File: src/rtl/hdmi_pkg.sv
// Shared HDMI output-path types and frame-buffer geometry.
// Holds default frame-buffer size, address width and pixel formats.
package hdmi_pkg;

    localparam int FB_WIDTH  = 240;
    localparam int FB_HEIGHT = 320;
    localparam int FB_DEPTH  = FB_WIDTH * FB_HEIGHT;
    localparam int FB_ADDR_W = 18;

    typedef struct packed {
        logic [4:0] r;
        logic [5:0] g;
        logic [4:0] b;
    } rgb565_t;

    typedef struct packed {
        logic [7:0] r;
        logic [7:0] g;
        logic [7:0] b;
    } rgb888_t;

    // Replicating the top bits spreads 0..max evenly onto 0..255.
    function automatic rgb888_t expand565(input rgb565_t p);
        rgb888_t o;
        o.r = {p.r, p.r[4:2]};
        o.g = {p.g, p.g[5:4]};
        o.b = {p.b, p.b[4:2]};
        return o;
    endfunction

endpackage

File: src/rtl/frame_fetch_delay_pipe.sv
// delay_pipe: fixed-depth shift register, async active-high clear.
// Ports: clk_in, rst_in, data_in[WIDTH], data_out[WIDTH] (DEPTH cycles late).
module delay_pipe #(
    parameter int WIDTH = 1,
    parameter int DEPTH = 1
) (
    input  logic             clk_in,
    input  logic             rst_in,
    input  logic [WIDTH-1:0] data_in,
    output logic [WIDTH-1:0] data_out
);

    logic [WIDTH-1:0] stage_q [DEPTH];
    logic [WIDTH-1:0] stage_d [DEPTH];

    always_comb begin
        stage_d[0] = data_in;
        for (int i = 1; i < DEPTH; i++) begin
            stage_d[i] = stage_q[i-1];
        end
    end

    always_ff @(posedge clk_in or posedge rst_in) begin
        if (rst_in) begin
            for (int i = 0; i < DEPTH; i++) begin
                stage_q[i] <= '0;
            end
        end else begin
            stage_q <= stage_d;
        end
    end

    assign data_out = stage_q[DEPTH-1];

endmodule

File: src/rtl/frame_fetch.sv
// frame_fetch: scaled coordinates -> double-buffered BRAM address -> RGB888.
// Ports: pixel clock/reset, scaler coords+valid, raster syncs, frame_done,
// BRAM address/data, RGB888 + latency-matched syncs, displayed bank.
module frame_fetch #(
    parameter int FB_WIDTH     = 240,
    parameter int FB_HEIGHT    = 320,
    parameter int READ_LATENCY = 2
) (
    input  logic        clk_pixel_in,
    input  logic        rst_in,
    input  logic [10:0] scaled_hcount_in,
    input  logic [9:0]  scaled_vcount_in,
    input  logic        valid_addr_in,
    input  logic        active_draw_in,
    input  logic        hsync_in,
    input  logic        vsync_in,
    input  logic        frame_done_in,
    output logic [17:0] bram_addr_out,
    input  logic [15:0] bram_data_in,
    output logic [7:0]  red_out,
    output logic [7:0]  green_out,
    output logic [7:0]  blue_out,
    output logic        hsync_out,
    output logic        vsync_out,
    output logic        active_draw_out,
    output logic        read_bank_out
);

    import hdmi_pkg::*;

    localparam int BANK_SIZE = FB_WIDTH * FB_HEIGHT;

    logic [FB_ADDR_W-1:0] addr_q, addr_d;
    logic [FB_ADDR_W-1:0] row_base, bank_base;
    logic                 in_range;
    logic                 read_bank_q, read_bank_d;
    logic                 swap_pending_q, swap_pending_d;
    logic                 vsync_prev_q;
    logic                 vsync_rise;
    logic [3:0]           band_in, band_dly;
    rgb888_t              pix_q, pix_d;
    logic                 hsync_q, vsync_q, active_q;

    // Out-of-range coordinates fall back to the bank base so the
    // read never leaves the displayed bank.
    always_comb begin
        in_range = valid_addr_in
                   && (int'(scaled_hcount_in) < FB_WIDTH)
                   && (int'(scaled_vcount_in) < FB_HEIGHT);
        if (FB_WIDTH == 240) begin
            row_base = (FB_ADDR_W'(scaled_vcount_in) << 8)
                     - (FB_ADDR_W'(scaled_vcount_in) << 4);
        end else begin
            row_base = FB_ADDR_W'(int'(scaled_vcount_in) * FB_WIDTH);
        end
        bank_base = read_bank_q ? FB_ADDR_W'(BANK_SIZE) : '0;
        addr_d = bank_base;
        if (in_range) begin
            addr_d = bank_base + row_base
                   + FB_ADDR_W'(scaled_hcount_in);
        end
    end

    // A completed frame arms a swap; the next vsync rise takes it.
    // A frame_done in the same cycle re-arms for the following frame.
    always_comb begin
        vsync_rise     = vsync_in && !vsync_prev_q;
        read_bank_d    = read_bank_q ^ (vsync_rise && swap_pending_q);
        swap_pending_d = frame_done_in
                         || (swap_pending_q && !vsync_rise);
    end

    // Stage-A flags ride alongside the address through the BRAM read.
    assign band_in = {in_range, active_draw_in, hsync_in, vsync_in};

    delay_pipe #(
        .WIDTH (4),
        .DEPTH (READ_LATENCY + 1)
    ) u_band_dly (
        .clk_in   (clk_pixel_in),
        .rst_in   (rst_in),
        .data_in  (band_in),
        .data_out (band_dly)
    );

    always_comb begin
        pix_d = '0;
        if (band_dly[3] && band_dly[2]) begin
            pix_d = expand565(rgb565_t'(bram_data_in));
        end
    end

    always_ff @(posedge clk_pixel_in or posedge rst_in) begin
        if (rst_in) begin
            addr_q         <= '0;
            read_bank_q    <= 1'b0;
            swap_pending_q <= 1'b0;
            vsync_prev_q   <= 1'b0;
            pix_q          <= '0;
            hsync_q        <= 1'b0;
            vsync_q        <= 1'b0;
            active_q       <= 1'b0;
        end else begin
            addr_q         <= addr_d;
            read_bank_q    <= read_bank_d;
            swap_pending_q <= swap_pending_d;
            vsync_prev_q   <= vsync_in;
            pix_q          <= pix_d;
            hsync_q        <= band_dly[1];
            vsync_q        <= band_dly[0];
            active_q       <= band_dly[2];
        end
    end

    assign bram_addr_out   = addr_q;
    assign read_bank_out   = read_bank_q;
    assign red_out         = pix_q.r;
    assign green_out       = pix_q.g;
    assign blue_out        = pix_q.b;
    assign hsync_out       = hsync_q;
    assign vsync_out       = vsync_q;
    assign active_draw_out = active_q;

endmodule

File: config.mk
export PLATFORM = sky130hd
export DESIGN_NAME = frame_fetch
export DESIGN_NICKNAME = d
export VERILOG_FILES = /design/src/rtl/hdmi_pkg.sv /design/src/rtl/frame_fetch_delay_pipe.sv /design/src/rtl/frame_fetch.sv
export SDC_FILE = /design/constraint.sdc
export NUM_CORES = 1
export LEC_CHECK = 0
export BUFFER_PORTS_ARGS = -buffer_cell sky130_fd_sc_hd__buf_4
export CAP_MARGIN = 40
export CORE_ASPECT_RATIO = 1.1
export CORE_MARGIN = 2
export CORE_UTILIZATION = 46
export CTS_BUF_LIST = sky130_fd_sc_hd__clkbuf_16
export CTS_CLUSTER_DIAMETER = 30
export CTS_CLUSTER_SIZE = 16
export DETAILED_ROUTE_END_ITERATION = 8
export PLACE_DENSITY_LB_ADDON = 0.3
export SYNTH_ARGS = -nofsm -noshare
export SYNTH_HDL_FRONTEND = slang
export SYNTH_SLANG_ARGS = --single-unit
export TNS_END_PERCENT = 5
File: constraint.sdc
create_clock -name clk_pixel_in -period 2.34 [get_ports clk_pixel_in]
set_input_delay 0.468 -clock clk_pixel_in [delete_from_list [all_inputs] [get_ports clk_pixel_in]]
set_output_delay 0.468 -clock clk_pixel_in [all_outputs]
set_load 0.02 [all_outputs]
# Word level (Yosys, flattened, before mapping)
# Index checks and enable logic that the tools add are counted.
# totals
register_bits	60
inputBits	44
output_inout_bits	46
word_cells	31
# classes
n_addsub	3
order_cmp	2
n_mux	3
n_bitwise	1
n_reduce_logical	9
# ops
cell	count
two-way mux 24 bit	1
adder 17 x 18 -> 18 bit	1
adder 18 x 11 -> 18 bit	1
two-way mux 18 bit	1
subtractor 18 x 14 -> 18 bit	1
two-way mux 17 bit	1
less-than comparator 11 x 8 -> 1 bit (second input constant)	1
less-than comparator 10 x 9 -> 1 bit (second input constant)	1
logical AND 1 bit	6
zero test 1 bit	2
logical OR 1 bit	1
XOR 1 bit	1

# Depth between registers and ports, before layout
# depth
ltp_word	5
ltp_mapped	11
ltp_nobuf	10

# Modules after synthesis
# Synthesis repeated with hierarchy kept, for this count alone.
# unflattened
hier_cells	244
area_unflattened_um2	2781.4
# by_module_without_submodules
mod	instances	cells_per_inst	area_each_um2	seq_area_each_um2
frame_fetch	1	231	2477.4	1001.0
delay_pipe	1	13	304.0	300.3

# Worst setup path after synthesis
# OpenSTA, ideal clock, no wires.
# synth_path
path_type	input to register
startpoint	input port scaled_vcount_in[6]
endpoint	register addr_q[16] (netlist: bram_addr_out[16])
setup_time_ns	0.125
arrival_time_ns	2.676
required_ns	2.215
path_slack_ns	-0.461
stages	10
n_path_buf	0
path_cell_list	inv_1 fa_1 fa_1 ha_1 and2_2 and3_1 o31a_1 a21o_1 xnor2_1 o21ai_1
# synth_via
elab_chain_len	4
word_cells_on_any_way	6
cone_classes	add/sub (3); order compare (1); mux (1); reduce/logical (1)
# synth_rtl
item	line_no	text
start, declared	frame_fetch.sv:12	input logic [9:0] scaled_vcount_in,
subtractor 18 x 14 -> 18 bit	frame_fetch.sv:52	- (FB_ADDR_W'(scaled_vcount_in) << 4);
adder 17 x 18 -> 18 bit	frame_fetch.sv:59	addr_d = bank_base + row_base
adder 18 x 11 -> 18 bit	frame_fetch.sv:60	+ FB_ADDR_W'(scaled_hcount_in);
two-way mux 18 bit *	frame_fetch.sv:58	if (in_range) begin
net addr_d[16]	frame_fetch.sv:33	logic [FB_ADDR_W-1:0] addr_q, addr_d;
end signal, assigned	frame_fetch.sv:104	addr_q <= addr_d;
end, declared	frame_fetch.sv:33	
# The timed path passes the listed nets; every way through them passes the cells marked *.

# Worst setup path after layout
# layout_path
startpoint	input port scaled_hcount_in[10]
endpoint	register addr_q[13] (netlist: bram_addr_out[13])
# layout_via
elab_chain_len	4
word_cells_on_any_way	5
cone_classes	add/sub (1); order compare (1); mux (1); reduce/logical (2)
# layout_rtl
item	line_no	text
start, declared	frame_fetch.sv:11	input logic [10:0] scaled_hcount_in,
branches (longest 3 deep; another with adder 18 x 11 -> 18 bit)	n/a	
two-way mux 18 bit *	frame_fetch.sv:58	
net addr_d[13]	frame_fetch.sv:33	
# Mark *: on every way through the listed nets, which the timed path passes.

==> results.toml <==
[synthesis]
postSynthCellCount = 258
synth_top_cell_by_area = "dfrtp_1"
synth_compound_area_share_pct = 13.0
yosysMostFrequentCell = "dfrtp_1"
yosys_warnings = 0
synthFlopType = "dfrtp_1"
yosys-top-cells-area = "dfrtp_1 (44%), ha_1 (16%), fa_1 (4.9%), and3_1 (3.7%), inv_1 (3.1%)"
synth_common_cells = "dfrtp_1 (51), ha_1 (36), inv_1 (24)"
yosysTopAreaCellShare_pct = 44.3
yosys.area_share.simple_pct = 12.3
synth_edf_count = 0
muxShareOfSynthArea_pct = 0
seq_area_frac_synth_pct = 44.3
avgSynthCellArea_um2 = 11.2
synth_area_um2 = 2880
ys_types = 46
synthAdderAreaFrac_pct = 20.5
syn_nets = 345
synth_seq_cells = 51
async_reset_ff_share_pct = 100
synthXorXnorAreaFrac_pct = 3.65
synth_top_family_by_area = "adder cells"

[setup_path]
cp-start-kind = "input pin"
cp_max_fo = 5
required_ps = 2510
cp.arrival_ps = 2830
critical_path_class = "in -> reg"
setup.worst_path.end_class = "flip-flop"

[timing]
relSlewSlack_pct = 68.3
rsz0062_at_grt = "true"
clock_skew_ps = 4.72
tightest_slew_ps = 475
fin_ws_ps = -314
slew_violations = 0
min_period_ps = 2650
hold_viol_final = 0
fin_hold_ws_ps = 209
finalCritPeriodShare_pct = 113
setup_viol = 8
fmax_ghz = 0.377

[placement]
gp_congestion = 0.827
placed_area_um2 = 3950
io_buffers = 89
dp_hpwl_um = 5000

[outcome]
violations = "setup timing"
status = "finished, violations left"

[final_layout]
area_delta_synth_final_pct = 45.7
final_nets = 472
n_antenna_cell = 0
postLayoutCellArea_um2 = 4200
drive_gt1_share_pct = 43.8

[global_routing]
grt_antenna_before_repair = 0
grt_max_degree = 26
grt.overflow.total = 0
grt_pass1_wl_um = 9760
gr-usage-all-layers_pct = 17.9
grt_pass1_vias = 2245

[clocking]
cts_buffers = 5
cts_buffer_depth = 2
holdBufCountCts = 0
cts.sinks = 51
cts_root_buf = "clkbuf_16"
htree_num_levels = 2
insertion_delay_ps = 280
post_cts_buffers = 0
cts_tree = "built"
clkTransAtPathRegs_ps = 60

[routing]
vias = 2285
drc = 0
drtPass1Iterations = 5
avgRoutedWirePerCell_um = 13.0
drt_iter0_markers = 53
drt-total-wl_um = 6070
via_per_inst = 4.90
ant_nets = 0

[power_and_ir_drop]
ir_worst_vdd_v = 0.000588
p_leak_nw = 2.25
total_power_mw = 3.48
power.density_nw_per_um2 = 829

[floorplanning]
start_util_pct = 47.1
fp.dieH_um = 87.0
core-area_um2 = 6120
die_w_um = 79.4
dieArea_um2 = 6910
io_pins = 90
rows = 30

[job]
drv_cap = 0

[min_path]
hold_path_class = "in -> async"
[layout by cell type (no fill, tap or decap), types with 3 or more instances in the layout]
cell type / count
xnor2_1: 6
o21ai_0: 4
fa_1: 7
nand4_1: 3
a21o_1: 6
nor2_1: 12
nor3_1: 6
a21oi_2: 3
nand2_1: 7
ha_4: 6
nand2b_1: 3
dfrtp_1: 50
inv_1: 23
and3_1: 17
ha_1: 29
a21oi_1: 5
buf_4: 134
o21ai_1: 5
nor2b_1: 4
clkbuf_16: 5
xor2_1: 5
[flip-flops by register name (all words and copies together) (netlist names)]
register / count
read_bank_out: 1
swap_pending_q: 1
blue_out: 5
vsync_out: 1
hsync_out: 1
u_band_dly.stage_d: 8
green_out: 6
u_band_dly.data_out: 4
red_out: 5
active_draw_out: 1
bram_addr_out: 18
[layer usage]
layer / vias to the layer above / share of wire [%] / track usage, %
li1: 1147 / - / -
met4: 0 / 1.1 / 5.80
met5: - / 0 / 0
met1: 1063 / 41 / 20.6
met2: 70 / 54 / 33.9
met3: 5 / 4.4 / 2.39
[final cells by class]
type	instances	area [µm²]
fill	478	1920
multi-input combinational	169	1580
sequential	51	1280
timing repair buffer	134	1010
clock buffer	5	125
tap	80	100
inverter	24	92.6
clock inverter	3	12.5
[what timing repair did]
item	CTS	global route
gates resized for setup	5	14
endpoints found under the setup margin	10	10
cloned	0	0
pin swaps	7	4
[worst paths after layout]
path,from,end,slack (ps),cells after the start
min,rst_in,u_band_dly.stage_d[1]$_DFF_PP0_,210,2
max,scaled_hcount_in[10],bram_addr_out[13]$_DFF_PP0_,-310,10
max reg2reg,read_bank_out$_DFF_PP0_,bram_addr_out[16]$_DFF_PP0_,-230,9
max in group asynchronous,rst_in,bram_addr_out[1]$_DFF_PP0_,1560,3
min in group clk_pixel_in,active_draw_in,u_band_dly.stage_d[6]$_DFF_PP0_,300,1
min reg2reg,u_band_dly.data_out[1]$_DFF_PP0_,hsync_out$_DFF_PP0_,350,0
[cells by family after synthesis]
| group | count (synthesis) |
|---|---|
| adder cells (fa/ha/maj) | 43 |
| XOR/XNOR | 12 |
| buffers and inverters | 38 |
| flip-flops | 51 |
| AO/OA/AOI/OAI | 50 |
| AND/OR/NAND/NOR | 64 |
[critical path, cell delays in order]
cell     delay, ps
buf_4          120
fa_1           560
fa_1           460
ha_4           320
and2_4         160
nand3_2        110
o22ai_2        150
a21oi_4         60
nor3b_2        160
o31ai_1        240
[through the flow]
stage          setup slack [ps]  util, %  instances  setup TNS [ps]
2_1_floorplan              -320        -        258           -2310
3_3_place_gp               -546     64.5        458           -4450
3_5_place_dp               -598     64.5        458           -5010
4_1_cts                    -294     67.1        466           -1770
5_1_grt                    -394     68.6        466           -2360
6_report                   -314     68.6        466           -1640
[power breakdown]
group / leakage, nW / internal (mW) / switching, mW
Sequential: 0.668 / 0.945 / 0.0356
Combinational: 1.51 / 0.941 / 0.903
Clock: 0.0724 / 0.386 / 0.269
(Power assumes the default switching activity.)
